$ cat config.mk
export PLATFORM = sky130hd
export DESIGN_NAME = pipe_credit_rx
export DESIGN_NICKNAME = d
export VERILOG_FILES = /design/src/rtl/pipe_credit_rx.sv
export SDC_FILE = /design/constraint.sdc
export NUM_CORES = 1
export LEC_CHECK = 0
export CAP_MARGIN = 20
export CORE_UTILIZATION = 57
export DETAILED_ROUTE_END_ITERATION = 16
export GPL_ROUTABILITY_DRIVEN = 1
export GPL_TIMING_DRIVEN = 0
export PLACE_DENSITY_LB_ADDON = 0.25
export SLEW_MARGIN = 20
export SYNTH_ARGS = -nofsm -noshare
export SYNTH_HDL_FRONTEND = slang
export SYNTH_SLANG_ARGS = --single-unit
$ cat constraint.sdc
create_clock -name clk -period 3 [get_ports clk]
set_input_delay 0.6 -clock clk [delete_from_list [all_inputs] [get_ports clk]]
set_output_delay 0.6 -clock clk [all_outputs]
set_load 0.02 [all_outputs]
$ cat src/rtl/pipe_credit_rx.sv
// Generic synchronous show-ahead FIFO: head entry is always visible on rdata.
// Latency: a write is visible on rdata/count one cycle later; no write-to-read bypass.
// Backpressure: none internally; caller must gate push when full (push with pop on full is legal).
module sync_fifo #(
  parameter int WIDTH = 8,
  parameter int DEPTH = 8,
  parameter int CNT_W = $clog2(DEPTH + 1)
) (
  input  logic             clk,
  input  logic             reset,
  input  logic             push,
  input  logic [WIDTH-1:0] wdata,
  input  logic             pop,
  output logic [WIDTH-1:0] rdata,
  output logic [CNT_W-1:0] count,
  output logic             full,
  output logic             empty
);

  localparam int PTR_W = $clog2(DEPTH);

  logic [WIDTH-1:0] mem [DEPTH];
  logic [PTR_W-1:0] wr_ptr;
  logic [PTR_W-1:0] rd_ptr;

  // Pointers wrap naturally because DEPTH is a power of two; count tracks net push/pop.
  always_ff @(posedge clk) begin
    if (reset) begin
      wr_ptr <= '0;
      rd_ptr <= '0;
      count  <= '0;
    end else begin
      if (push) wr_ptr <= wr_ptr + 1'b1;
      if (pop)  rd_ptr <= rd_ptr + 1'b1;
      if (push && !pop) begin
        count <= count + 1'b1;
      end else if (pop && !push) begin
        count <= count - 1'b1;
      end
    end
  end

  // Storage is not reset: contents are only observed once count says they are valid.
  always_ff @(posedge clk) begin
    if (push) mem[wr_ptr] <= wdata;
  end

  assign rdata = mem[rd_ptr];
  assign full  = (count == CNT_W'(DEPTH));
  assign empty = (count == '0);

endmodule

// Receive-end buffer for a credit-managed pipe: captures every valid beat, serves it downstream.
// Latency: beat captured in cycle N appears on out_valid/out_data in N+1; credit one cycle after pop.
// Backpressure: out_ready stalls the head beat; the pipe side cannot stall, so a beat into a full buffer is dropped and flagged.
module pipe_credit_rx #(
  parameter int WIDTH     = 8,
  parameter int BUF_DEPTH = 8,
  parameter int CNT_W     = $clog2(BUF_DEPTH + 1)
) (
  input  logic             clk,
  input  logic             reset,
  input  logic [WIDTH-1:0] data_in,
  input  logic             valid_in,
  output logic [WIDTH-1:0] out_data,
  output logic             out_valid,
  input  logic             out_ready,
  output logic             credit_return,
  output logic [CNT_W-1:0] count,
  output logic             overflow
);

  logic pop;
  logic push;
  logic full;
  logic empty;

  // A full buffer can still take a beat when the head leaves in the same cycle.
  assign pop       = out_valid & out_ready;
  assign push      = valid_in & (!full | pop);
  assign out_valid = !empty;

  sync_fifo #(
    .WIDTH (WIDTH),
    .DEPTH (BUF_DEPTH),
    .CNT_W (CNT_W)
  ) u_fifo (
    .clk   (clk),
    .reset (reset),
    .push  (push),
    .wdata (data_in),
    .pop   (pop),
    .rdata (out_data),
    .count (count),
    .full  (full),
    .empty (empty)
  );

  // One credit per consumed beat, a cycle late; dropped beats never earn a credit.
  always_ff @(posedge clk) begin
    if (reset) begin
      credit_return <= 1'b0;
    end else begin
      credit_return <= pop;
    end
  end

  // Sticky drop indicator: the sender exceeded its credit budget at least once since reset.
  always_ff @(posedge clk) begin
    if (reset) begin
      overflow <= 1'b0;
    end else if (valid_in && full && !pop) begin
      overflow <= 1'b1;
    end
  end

endmodule

* Yosys cells after proc, flatten, opt, wreduce, memory -nomap -nowiden
Memories as Yosys holds them, arrays and structs flattened. A register that Yosys moved wholly into a read port is not among the register bits. Cells that the tools add are included. Widths: inputs -> output; s select.
Word-level totals: memories 1, ROM bits 0, bits in writable memories 64, input bits 12, latch bits 0, register bits 12, output and inout port bits 15
Operators by class: shift-type cells 0, reductions and logical operators 10, eq/ne operators 1, multiplexer cells 6, bitwise logic cells 3, $add $sub $neg 4, divide/modulo/power cells 0, $lt $le $gt $ge 0, multiply operators 0
Memory list:
- u_fifo.mem | words 8, width 8, read ports 1, clocked after Yosys merged registers in 1, write ports 1, line 22 | logic [WIDTH-1:0] mem [DEPTH];
Operators by type and width (number):
- $mux 4 | 2
- $add 3x1->3 const B | 2
- $mux 3 | 2
- $add 4x1->4 const B | 1
- $eq 4x4->1 const B | 1
- $logic_and 1x1->1 | 4
- $logic_not 1->1 | 4
- $logic_not 4->1 | 1
- $sub 4x1->4 const B | 1
- $and 1x1->1 | 2
- $mux 1 | 2
- $reduce_bool 2->1 | 1
- $or 1x1->1 | 1

* Depth between registers and ports, before layout
Gate-level depths: netlist of the first run.
depth after elaboration 9, mapped depth 9, mapped depth without buffers 9

* Modules after synthesis
Synthesis of the first run repeated with hierarchy kept, for this count alone.
Unflattened totals: cell total of the unflattened synthesis 171, area, all modules 3170.5 µm²
By module, submodules not included:
- sync_fifo | sequential area each 2182.1 µm², times used 1, area an instance 3088.0 µm², cells each 162
- pipe_credit_rx | sequential area each 40.0 µm², times used 1, area an instance 82.6 µm², cells each 9

* Worst setup path before layout of the first run
Ideal clock, no wire load.
kind reg2reg, start point reg u_fifo.count[1], end point reg u_fifo.count[3], period minus slack after synthesis 2616 ps, stages on the path, launching flop included 10, slack 384 ps, arrival time 2495 ps, path through dfxtp_1 > or4_4 > nand2_1 > ha_1 > inv_1 > ha_1 > a21oi_1 > a211oi_1 > a31oi_1 > mux2_2
Between the ends: cells in the longest elaborated chain, start to end 8
Ends and longest elaborated chain:
- start: declaration | line 15 | output logic [CNT_W-1:0] count,
- start signal: assignment | line 36 | count <= count + 1'b1;
- start signal: assignment | line 38 | count <= count - 1'b1;
- $logic_not 4->1 (*) | line 50 | assign empty = (count == '0);
- $logic_not 1->1 (*) | line 82 | assign out_valid = !empty;
- named net out_valid | line 67 | output logic out_valid,
- $and 1x1->1 (*) | line 80 | assign pop = out_valid & out_ready;
- $or 1x1->1 | line 81 | assign push = valid_in & (!full | pop);
- $and 1x1->1 | line 81
- $logic_not 1->1 | line 37 | end else if (pop && !push) begin
- $logic_and 1x1->1 | line 37
- $reduce_bool 2->1 (no line)
The timed path passes the listed nets; every way through them passes the cells marked *. The select of a mux whose other input is x is not followed. A chain may end at the register's enable or synchronous reset.

==> qor.yml, run 1 <==
outcome:
  status: "completed"
worst_setup_path:
  rr_worst_depth: 9
  path_class: "flip-flop to output port"
  cp.arrival_ns: 2.32
  cp-end-kind: "output port"
  r2r-start: "u_fifo.count[1]$_SDFFE_PP0P_"
  r2r-end: "u_fifo.count[3]$_SDFFE_PP0P_"
  crit_fanout: 10
  worstSetupStartpointType: "flip-flop"
  r2r_slack_ns: 0.27
  worst_ep_required_time_ns: 2.40
power:
  powerDensity_nw_per_um2: 773
  seqPwrFrac: 0.465
  p_switching_uw: 833
  leakage_uw: 0.00129
  p_int_uw: 2030
  ir_drop_mv: 0.495
  clkPwrFrac: 0.229
  p_sw_frac: 0.291
  pwr-share-comb: 0.305
timing:
  rsz0062_at_grt: "false"
  timing.hold.ws_ns: 0.486
  setup_slack_ns: 0.0800
  hold_violations: 0
  fin_crit_ns: 2.92
  slew_headroom: 0.374
  fmax_mhz: 342
  finalSetupViolations: 0
  fin_skew_ns: 0.00413
  fin_crit_sh: 0.973
  setup_tns_ns: 0
  worst_slew_pin_slew_ns: 0.936
  finalMaxSlewViolations: 0
synth:
  ys_types: 29
  synth_edf_count: 64
  syn-instance-count: 171
  ys_top_cells_by_area: "edfxtp_1 61%, mux4_1 12%, dfxtp_1 9.5%, mux2_2 3.2%, nor2_1 2.4%"
  synthFlopType: "edfxtp_1"
  synth_seq_cells: 79
  synth_most_common_cell: "edfxtp_1"
  yosys_warnings: 0
  syn_area_per_cell_sq_um: 18.5
  yosys-top-cells-count: "64 x edfxtp_1, 20 x nor2_1, 15 x dfxtp_1, 15 x mux4_1, 9 x mux2_2"
  syn-num-nets: 189
  synthArstFlopShare: 0
  ys_seq_area_frac: 0.702
  synth_area_sq_um: 3170
  synth_top_area_frac: 0.607
  synth_area_leader_cell: "edfxtp_1"
hold_path:
  whs_endpoint: "overflow$_SDFFE_PP0P_"
  whs_path_depth: 2
  hold_start: "overflow$_SDFFE_PP0P_"
  hold_path_class: "flip-flop to flip-flop"
route:
  detail-route-antenna-nets: 0
  wl_per_cell_um: 18.9
  drc: 0
  routed_wl_um: 5330
  first_iter_violations: 106
  drtPass1Iterations: 4
  via_per_inst: 5.79
  via_count: 1632
global_route:
  grt_pass1_wl_um: 8530
  grt_max_degree: 14
  antenna_found_initial: 0
  grt_overflow_total: 0
  grt_usage: 0.206
  grt_pass1_vias: 1700
cells_and_area:
  antennaDiodeCount: 0
  area_growth_syn_to_layout_pct: 16.8
  drive_gt1_frac: 0.156
  nets: 225
  final_area_sq_um: 3700
clock_network:
  htreeDepth: 3
  clkSlewWorstSetupHoldPaths_ns: 0.08
  cts_made_buffers: 9
  clkSinkCount: 79
  cts_tree: "yes"
  clock_latency_ns: 0.34
  cts_hold_buffers: 0
  clock_path_buffers: 2
  postCtsSetupRepairBufs: 0
  clockRootBuffer: "clkbuf_8"
die:
  initial_core_util: 0.604
  rows: 26
  core_sq_um: 5240
  dieArea_sq_um: 5860
  die_h_um: 76.5
  die_w_um: 76.5
  num_io_pins: 27
placement:
  postPlaceCellArea_sq_um: 3520
  dp_worst_setup_slack_ns: -0.166
  numPortBuffers: 26
  gp_congestion: 0.711
  dp_hpwl_um: 3560
job:
  maxCapViolCount: 0
-- per-layer routing --
layer / part of all wire / global-route usage / up-vias / routed length [um]
li1: - / - / 753 / -
met1: 0.40 / 0.256 / 818 / 2160
met2: 0.52 / 0.330 / 49 / 2790
met3: 0.048 / 0.0431 / 12 / 256
met4: 0.024 / 0.133 / 0 / 128
met5: 0 / 0 / - / 0
-- per-stage QoR --
stage,cells,total power [uW],utilization
after floorplan,171,1940,-
after global placement,267,2200,0.671
after detailed placement,267,2240,0.673
after CTS,282,2890,0.703
after global routing,282,2980,0.706
final,282,2860,0.706
-- logic make-up (layout without fill, tap and decap cells) --
| family | Yosys count | count (layout) | share of synthesized area |
|---|---|---|---|
| xor gates and xnor gates | 5 | 5 | 0.0138 |
| muxes | 27 | 27 | 0.170 |
| and+or+nand+nor | 37 | 37 | 0.0538 |
| AOI/OAI and AO/OA | 9 | 9 | 0.0170 |
| DFF | 79 | 79 | 0.702 |
| adders and majority gates | 6 | 6 | 0.0261 |
| buffers and inverters | 8 | 49 | 0.0174 |
-- final cells by class --
type	instances	area, sq um
Fill cell	330	1540
Sequential cell	79	2220
Clock inverter	7	40.0
Buffer	6	47.5
Inverter	1	3.75
Timing Repair Buffer	26	273
Multi-Input combinational cell	84	898
Tap cell	70	87.6
Clock buffer	9	124
-- flip-flops by register name (all words and copies together) (netlist names), named ones only --
| signal | flops |
|---|---|
| overflow | 1 |
| u_fifo.wr_ptr | 3 |
| credit_return | 1 |
| u_fifo.count | 4 |
| u_fifo.rd_ptr | 3 |
| u_fifo.mem | 64 |
-- critical path: stages (launching register included) --
cell	delay (ns)
dfxtp_1	0.33
buf_6	0.15
buf_12	0.15
mux4_1	0.55
mux2_2	0.27
clkdlybuf4s50_1	0.53
-- layout by cell type (no fill, tap or decap), types with 5 or more instances in the layout --
cell,n
dfxtp_1,14
clkbuf_8,9
clkdlybuf4s50_1,21
nor2_1,20
dlymetal6s2s_1,5
mux2_2,9
mux4_1,15
ha_1,5
a21oi_1,5
nand2b_1,5
edfxtp_1,64
clkinv_2,5
-- how the worst max path moves through the flow --
| stage | endpoint | slack (ns) | cells past startpoint |
|---|---|---|---|
| floorplan | u_fifo.count[3]$_SDFFE_PP0P_ | 0.38 | 9 |
| global placement | u_fifo.mem[0][2]$_DFFE_PP_ | -0.20 | 5 |
| detailed placement | u_fifo.count[3]$_SDFFE_PP0P_ | -0.17 | 10 |
| CTS | out_data[1] | 0.002 | 5 |
| global route | out_data[6] | 0.01 | 5 |
| finish | out_data[6] | 0.08 | 5 |
-- power by group through the flow --
stage               sequential, uW  clock (uW)  combinational (uW)
detailed placement            1340           0                 899
CTS                           1330         670                 889
floorplan                     1360           0                 584
finish                        1330         656                 872
global route                  1340         707                 938
global placement              1340           0                 869
-- what timing repair did --
action | CTS | global route
cloned | 0 | 0
setup endpoints to repair | 8 | 8
resized for setup | 0 | 6
Power figures use the tool's default switching activity.
==> run 2, diff against run 1 <==
--- a/config.mk
+++ b/config.mk
@@ -6,7 +6,7 @@
 export NUM_CORES = 1
 export LEC_CHECK = 0
 export CAP_MARGIN = 20
-export CORE_UTILIZATION = 57
+export CORE_UTILIZATION = 51
 export DETAILED_ROUTE_END_ITERATION = 16
 export GPL_ROUTABILITY_DRIVEN = 1
 export GPL_TIMING_DRIVEN = 0
==> constraint.sdc (replaced) <==
create_clock -name clk -period 2.6 [get_ports clk]
set_input_delay 0.52 -clock clk [delete_from_list [all_inputs] [get_ports clk]]
set_output_delay 0.52 -clock clk [all_outputs]
set_load 0.02 [all_outputs]
==> run 2 against run 1 <==
First-iteration DRC count down 27%. Combinational power increased by 18%. Critical path depth did not move. Flip-flop and latch count stayed put. Register-to-register slack lost 0.18 ns. Sequential share of layout area decreased by 0.41 points. Core utilization shrank 7.9 points. Sequential power increased by 17%. Wire length shrank 0.73%. Critical endpoint is now out_data[2]. Largest cell class unchanged.
==> qor.yml, run 2 (synthesized netlist as in run 1, its figures left out) <==
cells_and_area:
  regMostFlops: "u_fifo.mem"
  multi_input_area_sq_um: 932  # +3.8%
  antennaDiodeCount: 0  # unchanged
  final_cell_mix: "64 x edfxtp_1, 20 x nor2_1, 17 x clkdlybuf4s50_1"
  final_common_cell: "edfxtp_1"
  final_area_sq_um: 3730  # +0.91%
  area_growth_syn_to_layout_pct: 17.9
  largestRegisters: "u_fifo.mem x64, u_fifo.count x4"
  nets: 227  # +0.89%
  seq_area_sq_um: 2230  # +0.23%
  largest_reg_flops: 64  # unchanged
  fin_cells: 289  # +2.5%
  fillers: 426  # +29%
  drive_gt1_frac: 0.248  # +0.0920
route:
  via_per_inst: 5.56  # -3.9%
  via_count: 1607  # -1.5%
  wl_met3_um: 322  # +26%
  wl_per_cell_um: 18.3  # -3.1%
  wl_met2_um: 2650  # -4.7%
  first_iter_violations: 77  # -27%
  drtPass1Iterations: 5  # +1
  wl_met1_um: 2180  # +1.1%
  routed_wl_um: 5290  # -0.73%
  drc: 0  # unchanged
  detail-route-antenna-nets: 0  # unchanged
  routed.top_layer: "met4"
die:
  die_w_um: 80.8  # +5.6%
  dieArea_sq_um: 6530  # +11%
  die_h_um: 80.8  # +5.6%
  rows: 28  # +7.7%
  initial_core_util: 0.532  # -0.0729
  core_sq_um: 5960  # +14%
  num_io_pins: 27  # unchanged
timing:
  hold_violations: 0  # unchanged
  setup_tns_ns: 0  # unchanged
  fin_skew_ns: 0.00619  # +0.00206 ns
  fin_crit_ns: 2.51
  fin_crit_sh: 0.966
  slew_headroom: 0.404  # +0.0305
  finalMaxSlewViolations: 0  # unchanged
  worst_slew_pin_slew_ns: 0.891  # -0.0456 ns
  finalSetupViolations: 0  # unchanged
  rsz0062_at_grt: "false"
  timing.hold.ws_ns: 0.496  # +0.0104 ns
  fmax_mhz: 398
placement:
  gp_congestion: 0.780  # +9.6%
  dp_hpwl_um: 3360  # -5.6%
  postPlaceCellArea_sq_um: 3530  # +0.18%
  numPortBuffers: 26  # unchanged
  dp_cells: 272  # +1.9%
power:
  leakage_uw: 0.00129  # -0.24%
  p_int_uw: 2440  # +21%
  seqPwrFrac: 0.453  # -0.012
  total_power_uw: 3420  # +20%
  p_sw_frac: 0.284  # -0.00682
  p_switching_uw: 972  # +17%
  powerDensity_nw_per_um2: 916  # +18%
  pwr-share-comb: 0.302  # -0.003
  ir_drop_mv: 0.540  # +9.0%
  clkPwrFrac: 0.246  # +0.017
worst_setup_path:
  cp-end-kind: "output port"
  path_class: "flip-flop to output port"
  crit_path_top_delay_cell: "mux4_1"
  cp.arrival_ns: 1.99  # -0.33 ns
  worst_ep_required_time_ns: 2.08  # -0.32 ns
  path_cells: "buf_6 -> buf_4 -> mux4_1 -> mux2_2 -> clkdlybuf4s15_2"
  worstSetupStartpointType: "flip-flop"
  max_stage_delay_ns: 0.54  # about the same
  crit_fanout: 4  # -6
global_route:
  grt_pass1_wl_um: 7950  # -6.8%
  grt_usage: 0.182  # -0.0241
  antenna_found_initial: 0  # unchanged
  grt_overflow_total: 0  # unchanged
  grt_pass1_vias: 1603  # -5.7%
  grt_max_degree: 14  # unchanged
clock_network:
  clock_latency_ns: 0.35  # about the same
  cts_hold_buffers: 0  # unchanged
  htreeDepth: 3  # unchanged
  clkSinkCount: 79  # unchanged
  clkSlewWorstSetupHoldPaths_ns: 0.07  # about the same
  clockRootBuffer: "clkbuf_8"
  cts_tree: "yes"
  cts_made_buffers: 9  # unchanged
  clock_path_buffers: 2  # unchanged
job:
  maxCapViolCount: 0  # unchanged
hold_path:
  hold_path_class: "flip-flop to flip-flop"
outcome:
  status: "completed"
[run 2: worst max-delay path, delay by kind of cell, from the launching register on]
| family | cells | cell delay [ns] |
|---|---|---|
| buffers and inverters | 3 | 0.51 |
| muxes | 2 | 0.81 |
| DFF | 1 | 0.33 |
[run 2: worst paths after layout]
check | startpoint | endpoint | slack, ns | cells after the start
max reg2reg | u_fifo.count[1]$_SDFFE_PP0P_ | u_fifo.count[3]$_SDFFE_PP0P_ | 0.09 | 9
min | u_fifo.rd_ptr[1]$_SDFFE_PP0N_ | flip-flop | 0.50 | 2
min reg2reg | u_fifo.rd_ptr[1]$_SDFFE_PP0N_ | flip-flop | 0.50 | 2
max | flip-flop | out_data[2] | 0.09 | 5
[run 2: layout make-up]
class	count	area share
inverter	1	0.00101
multi-input combinational	84	0.250
timing repair buffer	28	0.0654
buffer	6	0.0127
tap	75	0.0252
clock inverter	5	0.0134
clock buffer	11	0.0352
sequential	79	0.597
[run 2: power by group through the flow]
stage | clock [uW] | sequential [uW] | combinational [uW]
after floorplan | 0 | 1570 | 673
after global placement | 0 | 1540 | 1010
after detailed placement | 0 | 1550 | 1040
after CTS | 854 | 1540 | 1030
after global routing | 906 | 1560 | 1110
final | 840 | 1550 | 1030
[run 2: what timing repair did]
action	4_1_cts	5_1_grt
gates cloned	0	0
resized for setup	21	19
endpoints found under the setup margin	9	9
setup buffers	2	0
[run 2: routing by layer]
metal | vias up | GRT usage
met5 | - | 0
met4 | 0 | 0.107
met3 | 14 | 0.0584
met2 | 68 | 0.298
met1 | 769 | 0.209
li1 | 756 | -
[run 2: per-stage QoR]
| stage | setup WS (ns) | util |
|---|---|---|
| floorplan | 0.0158 | - |
| global placement | -0.490 | 0.591 |
| detailed placement | -0.436 | 0.593 |
| CTS | 0.00316 | 0.626 |
| global route | 0.0203 | 0.626 |
| finish | 0.0878 | 0.626 |
==> run 3, diff against run 2 <==
--- a/config.mk
+++ b/config.mk
@@ -6,7 +6,7 @@
 export NUM_CORES = 1
 export LEC_CHECK = 0
 export CAP_MARGIN = 20
-export CORE_UTILIZATION = 51
+export CORE_UTILIZATION = 61
 export DETAILED_ROUTE_END_ITERATION = 16
 export GPL_ROUTABILITY_DRIVEN = 1
 export GPL_TIMING_DRIVEN = 0
==> constraint.sdc (replaced) <==
create_clock -name clk -period 3.1 [get_ports clk]
set_input_delay 0.62 -clock clk [delete_from_list [all_inputs] [get_ports clk]]
set_output_delay 0.62 -clock clk [all_outputs]
set_load 0.02 [all_outputs]
==> run 3 against run 2 <==
Clock-buffer cell count fell by 1. Register-to-register slack improved by 0.26 ns. Clock skew up 0.0016 ns. Die area shrank 16%. Combinational power shrank 16%. Final cell count is 3.5% lower. Sequential power is 17% lower. Critical endpoint is now out_data[0]. Highest routed layer unchanged.
==> qor.yml, run 3 (synthesized netlist as in run 1, its figures left out) <==
outcome:
  status: "completed"
placement:
  gp_congestion: 0.867  # +11%
  postPlaceCellArea_sq_um: 3520  # -0.28%
  numPortBuffers: 26  # unchanged
  dp_hpwl_um: 3560  # +5.9%
  dp_cells: 264  # -2.9%
die:
  die_h_um: 74.0  # -8.4%
  num_io_pins: 27  # unchanged
  initial_core_util: 0.653  # +0.121
  core_sq_um: 4850  # -19%
  die_w_um: 74.0  # -8.4%
  rows: 25  # -11%
  dieArea_sq_um: 5480  # -16%
clock_network:
  clkSlewWorstSetupHoldPaths_ns: 0.08  # about the same
  clkSinkCount: 79  # unchanged
  cts_tree: "yes"
  clockRootBuffer: "clkbuf_8"
  clock_latency_ns: 0.35  # about the same
  cts_hold_buffers: 0  # unchanged
  postCtsSetupRepairBufs: 0  # -2
  htreeDepth: 3  # unchanged
  cts.repair.resized: 0  # -100%
  clock_path_buffers: 2  # unchanged
  cts_made_buffers: 9  # unchanged
route:
  wl_per_cell_um: 19.8  # +8.2%
  drtPass1Iterations: 4  # -1
  routed_wl_um: 5520  # +4.4%
  first_iter_violations: 128  # +66%
  detail-route-antenna-nets: 0  # unchanged
  drc: 0  # unchanged
  via_per_inst: 5.82  # +4.7%
  via_count: 1624  # +1.1%
cells_and_area:
  final_area_sq_um: 3730  # about the same
  nets: 225  # -0.88%
  final_cell_mix: "64 x edfxtp_1, 26 x clkdlybuf4s50_1, 20 x nor2_1"
  drive_gt1_frac: 0.146  # -0.101
  fillers: 274  # -36%
  antennaDiodeCount: 0  # unchanged
  fin_cells: 279  # -3.5%
  final_common_cell: "edfxtp_1"
  largest_reg_flops: 64  # unchanged
  area_growth_syn_to_layout_pct: 17.8  # about the same
  regMostFlops: "u_fifo.mem"
  largestRegisters: "u_fifo.mem x64, u_fifo.count x4"
power:
  leakage_uw: 0.00126  # -2.0%
  ir_drop_mv: 0.492  # -8.9%
  powerDensity_nw_per_um2: 793  # -13%
global_route:
  grt_pass1_vias: 1686  # +5.2%
  grt_overflow_total: 0  # unchanged
  grt_usage: 0.231  # +0.0499
  grt_pass1_wl_um: 8400  # +5.6%
  antenna_found_initial: 0  # unchanged
  grt_max_degree: 14  # unchanged
timing:
  finalMaxSlewViolations: 0  # unchanged
  fmax_mhz: 334
  fin_crit_sh: 0.967
  finalSetupViolations: 0  # unchanged
  fin_skew_ns: 0.00779  # +0.00160 ns
  slew_headroom: 0.314  # -0.0898
  worst_slew_pin_slew_ns: 1.02  # +0.134 ns
  hold_violations: 0  # unchanged
  fin_crit_ns: 3.00
  rsz0062_at_grt: "false"
worst_setup_path:
  path_class: "flip-flop to output port"
  crit_fanout: 10  # +6
  worstSetupStartpointType: "flip-flop"
  cp.arrival_ns: 2.38  # +0.39 ns
  cp-end-kind: "output port"
  worst_ep_required_time_ns: 2.48  # +0.40 ns
  r2r_slack_ns: 0.35  # +0.26 ns
hold_path:
  hold_path_class: "flip-flop to flip-flop"
job:
  maxCapViolCount: 0  # unchanged
## run 3: cell type report
class | instances | area, sq um | share of cell area
flip-flops and latches | 79 | 2220 | 0.596
well taps | 67 | 83.8 | 0.0225
plain buffers | 6 | 47.5 | 0.0128
repair buffers | 26 | 260 | 0.0698
inverters | 1 | 3.75 | 0.00101
multi-input cells | 84 | 898 | 0.241
clock buffers | 10 | 128 | 0.0342
clock inverters | 6 | 85.1 | 0.0228
## run 3: report_power, final
part	internal [uW]	switching, uW
combinational	459	402
clock	450	361
sequential	1220	59.6
## run 3: final timing paths
check / start / endpoint / cells after the start
worst min-delay path: u_fifo.rd_ptr[1]$_SDFFE_PP0N_ / u_fifo.rd_ptr[1]$_SDFFE_PP0N_ / 2
worst max register to register: u_fifo.count[1]$_SDFFE_PP0P_ / u_fifo.count[3]$_SDFFE_PP0P_ / 9
worst max-delay path: flip-flop / out_data[0] / 4
worst min register to register: u_fifo.rd_ptr[1]$_SDFFE_PP0N_ / u_fifo.rd_ptr[1]$_SDFFE_PP0N_ / 2
## run 3: stage by stage
step	hold WS [ns]	power, uW	worst slack, ns	setup TNS [ns]	utilization
2_1_floorplan	0.447	1880	0.484	0	-
3_3_place_gp	0.454	2130	-0.122	-1.74	0.724
3_5_place_dp	0.483	2170	-0.0803	-0.0803	0.726
4_1_cts	0.497	2980	0.0739	0	0.769
5_1_grt	0.535	3080	0.0132	0	0.769
6_report	0.497	2960	0.104	0	0.769
## run 3: worst max-delay path, stage by stage, from the launching register on
cell,delay [ns]
dfxtp_1,0.52
buf_2,0.33
mux4_2,0.35
mux2_2,0.28
clkdlybuf4s50_1,0.53
## run 3: layer usage
layer	up-vias	global-route usage	routed length, um
met1	827	0.290	2360
met5	-	0	0
met3	18	0.0596	175
li1	747	-	-
met2	32	0.364	2820
met4	0	0.147	170
==> patch (settings of run 2) <==
Compare `count` against `CNT_W'(DEPTH)` with >= in place of ==.
--- a/src/rtl/pipe_credit_rx.sv
+++ b/src/rtl/pipe_credit_rx.sv
@@ -46,7 +46,7 @@
   end
 
   assign rdata = mem[rd_ptr];
-  assign full  = (count == CNT_W'(DEPTH));
+  assign full  = (count >= CNT_W'(DEPTH));
   assign empty = (count == '0);
 
 endmodule
Formal check against the unedited RTL: same outputs for any inputs over 10 cycles, from zero or initial values and one cycle with reset high; that may be too few to reach the edited logic, so the function may still have changed.
==> patch against run 2 <==
  * Sequential cell count unchanged
  * Final cell count grew 0.69%
  * Wire length up 6.4%
  * Synthesized area shrank 0.28%
  * Worst setup slack worse by 0.019 ns
  * Clock skew rose by 0.0062 ns
  * Core utilization grew 0.46 points
  * Largest cell class unchanged
  * Design area is 0.74% higher
  * Power grew 3.0%
==> patch: results (changes against run 2) <==
[run_status]
status=complete, no violations

[place]
placedCellCount=273  ; +0.37%
place_area_um2=3520  ; -0.25%
gp_congestion=0.715  ; -8.4%
dp_hpwl_um=3580  ; +6.7%

[route]
drt_wl_total_um=5630  ; +6.4%
drtPass1Iterations=4  ; -1
drt_iter0_markers=112  ; +45%
wl_per_cell_um=19.3  ; +5.7%
vias_per_cell=5.51  ; -1.0%

[critical_path]
rr_startpoint=u_fifo.count[2]
worstSetupPathType=reg2reg
r2r_slack_ns=0.07  ; -0.02 ns
worstPathArrival_ns=2.77  ; +0.78 ns
critPathTopFamily=simple AND/OR/NAND/NOR gates

[synth]
synth_compound_area_share_pct=1.43  ; -0.27 points
postSynthNetCount=190  ; +0.53%
synth_cell_types=27  ; -6.9%
synth_common_cells=edfxtp_1 (64), nor2_1 (18), dfxtp_1 (15), mux4_1 (15), mux2_2 (9)
synth.avg_cell_area_um2=18.4  ; -0.86%
synth_seq_area_share_pct=70.4  ; +0.19 points
synth_xor_area_share_pct=1.39  ; +0.0038 points
synthMuxAreaShare_pct=16.7  ; -0.27 points

[cells_and_area]
ff_latch_area_um2=2220  ; -0.22%
drive_above_1_share_pct=21.8  ; -3.0 points
fill_cells=455  ; +6.8%

[global_routing]
grt_pass1_wl_um=8480  ; +6.7%
track_usage_pct=19.2  ; +1.1 points

[timing]
worstMarginPinSlew_ns=0.896  ; +0.00556 ns
fin_skew_ns=0.0124  ; +0.00620 ns

[power]
ir_drop_uv=590  ; +9.2%
swShare_pct=27.9  ; -0.57 points
leakage_nw=1.29  ; -0.14%

[worst_hold_path]
min_from=overflow

==> patch: cells by family (layout without fill, tap and decap cells) <==
kind of cell | count (synthesis) | count (layout)
xor+xnor | 5 | 5
mux | 26 | 26
buf+inv | 10 | 54
simple gates | 38 | 38
flops | 79 | 79
fa+ha+maj | 6 | 6
compound gates | 8 | 8
==> patch: layout make-up <==
| cell class | instances | share of cell area [%] |
|---|---|---|
| Clock inverter | 6 | 2.00 |
| Sequential cell | 79 | 59.2 |
| Tap cell | 75 | 2.50 |
| Inverter | 3 | 0.300 |
| Timing Repair Buffer | 29 | 7.06 |
| Clock buffer | 10 | 3.40 |
| Buffer | 6 | 1.33 |
| Multi-Input combinational cell | 83 | 24.3 |
==> patch: metal layers <==
metal  vias to the layer above  track usage, %  wire [um]
met2                        35            33.6       2990
met4                         0            7.50         84
met3                         8            5.23        167
met1                       805            22.3       2390
li1                        754               -          -
met5                         -               0          0
==> patch: path summary, 6_finish.rpt <==
path	endpoint
setup / recovery	u_fifo.count[3]
hold / removal	overflow
setup reg to reg	u_fifo.count[3]
hold reg to reg	overflow
==> patch: tightest hold or removal path, stage by stage, from the launching register on <==
cell	delay, ns
dfxtp_1	0.33
a31oi_1	0.04
nor2_1	0.07
==> patch: timing repair <==
item,in CTS,in global routing
gates resized for setup,27,8
endpoints found under the hold margin,0,0
endpoints found under the setup margin,9,7
setup buffers,3,0
==> patch: per-stage QoR <==
step                      hold WS (ns)  worst slack, ns  TNS [ns]
final                            0.477           0.0691         0
after global routing             0.523         -0.00164  -0.00164
after CTS                        0.484           0.0212         0
after floorplan                  0.454           0.0121         0
after global placement           0.452           -0.626    -13.41
after detailed placement         0.468           -0.501     -9.80
==> patch: power groups by stage <==
stage / clock network [mW] / logic (mW) / registers (mW)
floorplan: 0 / 0.664 / 1.57
global placement: 0 / 0.999 / 1.54
detailed placement: 0 / 1.03 / 1.55
CTS: 0.949 / 1.06 / 1.53
global route: 0.998 / 1.12 / 1.54
finish: 0.941 / 1.05 / 1.53
